**src/rtl/mul_32x32.sv**
```systemverilog
// mul_32x32: pipelined 32x32 unsigned multiplier with carry-save reduction and a 3-edge latency
module mul_32x32 (
  input  logic [31:0] x,
  input  logic [31:0] y,
  output logic [63:0] s,
  output logic        cout,
  input  logic        clk,
  output logic        cout1,
  input  logic        rst_n
);
  logic [31:0]       x_q, y_q;
  logic [31:0][63:0] pp;
  logic [7:0][63:0]  rows_d, rows_q;
  logic [1:0][63:0]  red_d;
  logic [63:0]       sum_q, carry_q;
  logic [63:0]       s_d, s_q;
  logic              cout_d, cout_q, cout1_d, cout1_q;

  // 3:2 compressor; the shifted carry drops bit 63, which never carries weight for in-range products
  function automatic logic [1:0][63:0] csa(input logic [63:0] a, input logic [63:0] b, input logic [63:0] c);
    logic [63:0] maj;
    maj = (a & b) | (a & c) | (b & c);
    csa = {{maj[62:0], 1'b0}, a ^ b ^ c};
  endfunction

  // eight rows down to a sum/carry pair through four compressor levels
  function automatic logic [1:0][63:0] reduce8(input logic [7:0][63:0] r);
    logic [1:0][63:0] ab, cd, ef, gh, ij, kl;
    ab = csa(r[0], r[1], r[2]);
    cd = csa(r[3], r[4], r[5]);
    ef = csa(ab[0], ab[1], cd[0]);
    gh = csa(cd[1], r[6], r[7]);
    ij = csa(ef[0], ef[1], gh[0]);
    kl = csa(ij[0], ij[1], gh[1]);
    reduce8 = kl;
  endfunction

  // partial products from the captured operands, each group of eight compressed to two rows
  always_comb begin
    for (int i = 0; i < 32; i++) pp[i] = {32'b0, x_q & {32{y_q[i]}}} << i;
    for (int g = 0; g < 4; g++) rows_d[2*g +: 2] = reduce8(pp[8*g +: 8]);
  end

  // second compression stage and final carry-propagate add with overflow detection
  always_comb begin
    red_d = reduce8(rows_q);
    {cout_d, s_d} = {1'b0, sum_q} + {1'b0, carry_q};
    cout1_d = |s_d[63:32];
  end

  // pipeline registers: operand capture, row stage, sum/carry stage, result stage
  always_ff @(posedge clk or negedge rst_n) begin
    if (!rst_n) begin
      x_q     <= '0;
      y_q     <= '0;
      rows_q  <= '0;
      sum_q   <= '0;
      carry_q <= '0;
      s_q     <= '0;
      cout_q  <= 1'b0;
      cout1_q <= 1'b0;
    end else begin
      x_q     <= x;
      y_q     <= y;
      rows_q  <= rows_d;
      sum_q   <= red_d[0];
      carry_q <= red_d[1];
      s_q     <= s_d;
      cout_q  <= cout_d;
      cout1_q <= cout1_d;
    end
  end

  assign s     = s_q;
  assign cout  = cout_q;
  assign cout1 = cout1_q;
endmodule

```
**config.mk**
```make
export PLATFORM = sky130hd
export DESIGN_NAME = mul_32x32
export DESIGN_NICKNAME = d
export VERILOG_FILES = /design/src/rtl/mul_32x32.sv
export SDC_FILE = /design/constraint.sdc
export NUM_CORES = 2
export LEC_CHECK = 0
export ABC_CLOCK_PERIOD_IN_PS = 7000
export CORE_MARGIN = 2
export CORE_UTILIZATION = 24
export DETAILED_ROUTE_END_ITERATION = 8
export PLACE_DENSITY = 0.4
export SYNTH_ARGS = -nofsm -noshare
export SYNTH_HDL_FRONTEND = slang
export SYNTH_SLANG_ARGS = --single-unit
```
**constraint.sdc**
```tcl
create_clock -name clk -period 7 [get_ports clk]
set_clock_uncertainty 0.05 [all_clocks]
set_input_delay 0.7 -clock clk [delete_from_list [all_inputs] [get_ports clk]]
set_output_delay 0.7 -clock clk [all_outputs]
set_load 0.01 [all_outputs]
```
==> impl_metrics.py <==
metrics = {
    "status": {
        "status": "finished clean",
    },
    "route": {
        "wl_per_cell_um": 19.5,
        "wl_um": 137000,
        "dr.first_iter.drc_count": 1439,
        "drc_errors": 0,
        "vias_per_cell": 4.06,
        "ant_nets": 0,
        "drtPass1Iterations": 4,
        "vias": 28477,
    },
    "logic_synthesis": {
        "seq_area_frac_synth_pct": 28.9,
        "ys_types": 65,
        "syn_area_um2": 47200,
        "ys_ff_latch": 545,
        "syn_inst": 4310,
        "synth_edf_count": 0,
        "synthesis.nets": 5478,
        "synth_async_sr_flop_share_pct": 100,
        "synthFlopType": "dfrtp_1",
        "synth_warnings": 0,
        "syn_avg_cell_area_um2": 11.0,
    },
    "critical_path": {
        "worstReg2RegStart": "sum_q[9]$_DFF_PN0_",
        "crit_arrival_ns": 4.92,
        "reg2reg_slack_ns": 2.59,
        "critPathSlowestCell": "o41ai_2",
        "cpPeakStageDelay_ns": 0.89,
        "r2r-end": "cout1$_DFF_PN0_",
        "worstPathCellList": "ha_1 -> fa_1 -> a21o_1 -> a221o_1 -> nand2_1 -> o31a_1 -> o41ai_2 -> a41oi_2 -> xnor2_1 -> nor4b_1 -> nor4bb_1 -> nand4b_1 -> or4_1",
        "cp.required_ns": 7.50,
        "ff2ff_path_depth": 13,
        "cp_top_family": "compound AO/OA/AOI/OAI gates",
        "crit_buf_inv": 0,
        "start_kind": "flip-flop",
        "worstSetupEndpointType": "flip-flop",
        "critPathKind": "flip-flop to flip-flop",
        "worstPathMaxFanout": 4,
    },
    "clocking": {
        "clock_sinks": 545,
        "cts_tree": "built",
        "cts_setup_buffers": 0,
        "clockBufferDepth": 3,
        "ctsHoldBuffers": 0,
        "htree_levels": 3,
        "clk_latency_ns": 0.69,
        "cts_root_buffer": "clkbuf_16",
        "ctsResizeCount": 0,
        "numCtsBuffers": 76,
        "clk_pin_slew_worst_paths_ns": 0.06,
    },
    "timing": {
        "slew_violations": 0,
        "worstMarginPinSlew_ns": 1.02,
        "fmax_ghz": 0.227,
        "rsz0062_at_grt": "no",
        "setup_viol": 0,
        "max_slew_margin_pct": 32.1,
        "post-route-min-period_ns": 4.41,
        "period_share_pct": 63.0,
        "hold_violations": 0,
        "tns_ns": 0,
        "worst_slack_ns": 2.59,
    },
    "global_route": {
        "grt_max_degree": 152,
        "grt_pass1_vias": 33065,
        "grt_pass1_wl_um": 213000,
        "grt.overflow.total": 0,
        "grt_usage_pct": 14.3,
        "antenna_found_initial": 8,
    },
    "placement": {
        "hpwl_um": 100000,
        "dp_slack_ns": 2.65,
        "portBuffers": 131,
        "gp_congestion": 0.814,
    },
    "floorplan": {
        "ios": 132,
        "core_area_um2": 195000,
        "die_w_um": 448,
        "num_rows": 162,
        "floorplan.initialDensity_pct": 24.2,
        "die-area_um2": 200000,
        "die_y_um": 448,
    },
    "layout": {
        "drive_above_1_share_pct": 5.12,
        "nNetsFinal": 5497,
        "syn_to_final_growth_pct": 14.3,
        "utilization_pct": 27.7,
        "layout_commonest_cell": "inv_1",
        "layout_common_cells": "inv_1, fa_1, and2_1, dfrtp_1, nand2_1",
    },
    "power": {
        "vdd_drop_max_uv": 635,
        "power.density_nw_per_um2": 459,
        "p_leak_nw": 25.7,
    },
    "flow_run": {
        "cap_violations": 0,
    },
    "min_path": {
        "hp-class": "input port to asynchronous set/reset pin",
    },
}
-- worst max-delay path by stage --
stage | startpoint | end | slack, ns | cells past startpoint
after floorplan | sum_q[9]$_DFF_PN0_ | cout1$_DFF_PN0_ | 3.50 | 13
after global placement | sum_q[14]$_DFF_PN0_ | cout1$_DFF_PN0_ | 2.73 | 12
after detailed placement | sum_q[9]$_DFF_PN0_ | cout1$_DFF_PN0_ | 2.65 | 13
after CTS | sum_q[9]$_DFF_PN0_ | cout1$_DFF_PN0_ | 2.64 | 13
after global routing | sum_q[14]$_DFF_PN0_ | cout1$_DFF_PN0_ | 2.39 | 12
final | sum_q[9]$_DFF_PN0_ | cout1$_DFF_PN0_ | 2.59 | 13
-- power breakdown --
| group | leakage (nW) | switching (mW) | internal (mW) |
|---|---|---|---|
| clock network | 1.32 | 1.68 | 2.51 |
| logic | 17.8 | 9.05 | 6.02 |
| registers | 6.62 | 0.806 | 4.69 |
| total | 25.7 | 11.5 | 13.2 |
-- per-stage QoR --
step,std cells,hold WS (ns),cell area [um2],total power [mW]
after floorplan,4310,0.281,47200,13.5
after global placement,6875,0.283,51300,21.5
after detailed placement,6875,0.285,51300,21.4
after CTS,7015,0.0196,54000,25.8
after global routing,7016,0.0620,54000,27.4
final,7020,0.0330,54000,24.8
-- cell usage after synthesis (3+ instances only) --
library cell | number | area share [%]
nand2b_1 | 4 | 0.053
o21ai_1 | 3 | 0.032
o211ai_1 | 5 | 0.079
nand2_1 | 290 | 2.3
inv_1 | 1007 | 8.0
and2_1 | 795 | 11
nor2b_1 | 3 | 0.040
nand3_1 | 10 | 0.11
nor3_1 | 11 | 0.12
buf_2 | 5 | 0.053
a21o_1 | 16 | 0.25
fa_1 | 905 | 38
nor2_1 | 43 | 0.34
a21oi_2 | 6 | 0.11
o21ai_0 | 36 | 0.38
and4_1 | 3 | 0.056
a31oi_1 | 5 | 0.066
dfrtp_1 | 545 | 29
and3_1 | 3 | 0.040
o21bai_1 | 4 | 0.064
o31ai_1 | 5 | 0.079
clkbuf_1 | 203 | 1.6
a21oi_1 | 69 | 0.73
a21boi_0 | 4 | 0.064
o21a_1 | 11 | 0.17
buf_6 | 3 | 0.072
xnor2_1 | 31 | 0.57
a211oi_1 | 3 | 0.048
or3_1 | 4 | 0.053
ha_1 | 197 | 5.2
nand4_1 | 15 | 0.20
nor4_1 | 6 | 0.079
xor2_1 | 22 | 0.41
-- sequential cells by signal, indices dropped and copies added (netlist names) --
name     flops
y_q         32
carry_q     55
sum_q       64
x_q         32
cout1        1
s           64
rows_q     296
cout         1
-- final cells by class --
cell class / instances / area, um2
antenna: 5 / 12.5
clock inverter: 46 / 589
timing repair buffer: 153 / 1520
multi-input combinational: 2546 / 29000
tap: 2624 / 3280
inverter: 1007 / 3780
fill: 20415 / 141000
sequential: 545 / 13700
clock buffer: 94 / 2110
-- metal layers --
layer	vias to the layer above	routed length (um)	GRT usage, %
li1	12427	-	-
met1	15507	62700	19.5
met2	401	66700	23.9
met3	140	4470	2.10
met4	2	2750	3.08
met5	-	11	0
-- logic make-up (layout without fill, tap and decap cells) --
logic type	count (synthesis)	in the layout	share of synthesized area, %
simple gates	1199	1199	14.1
fa+ha+maj	1102	1102	43.6
xor+xnor	53	53	0.983
compound gates	191	191	2.67
flops	545	545	28.9
buf+inv	1219	1300	9.75
other cells	0	5	0
mux	1	1	0.0212
No activity file was read; power rests on OpenSTA's default activity.
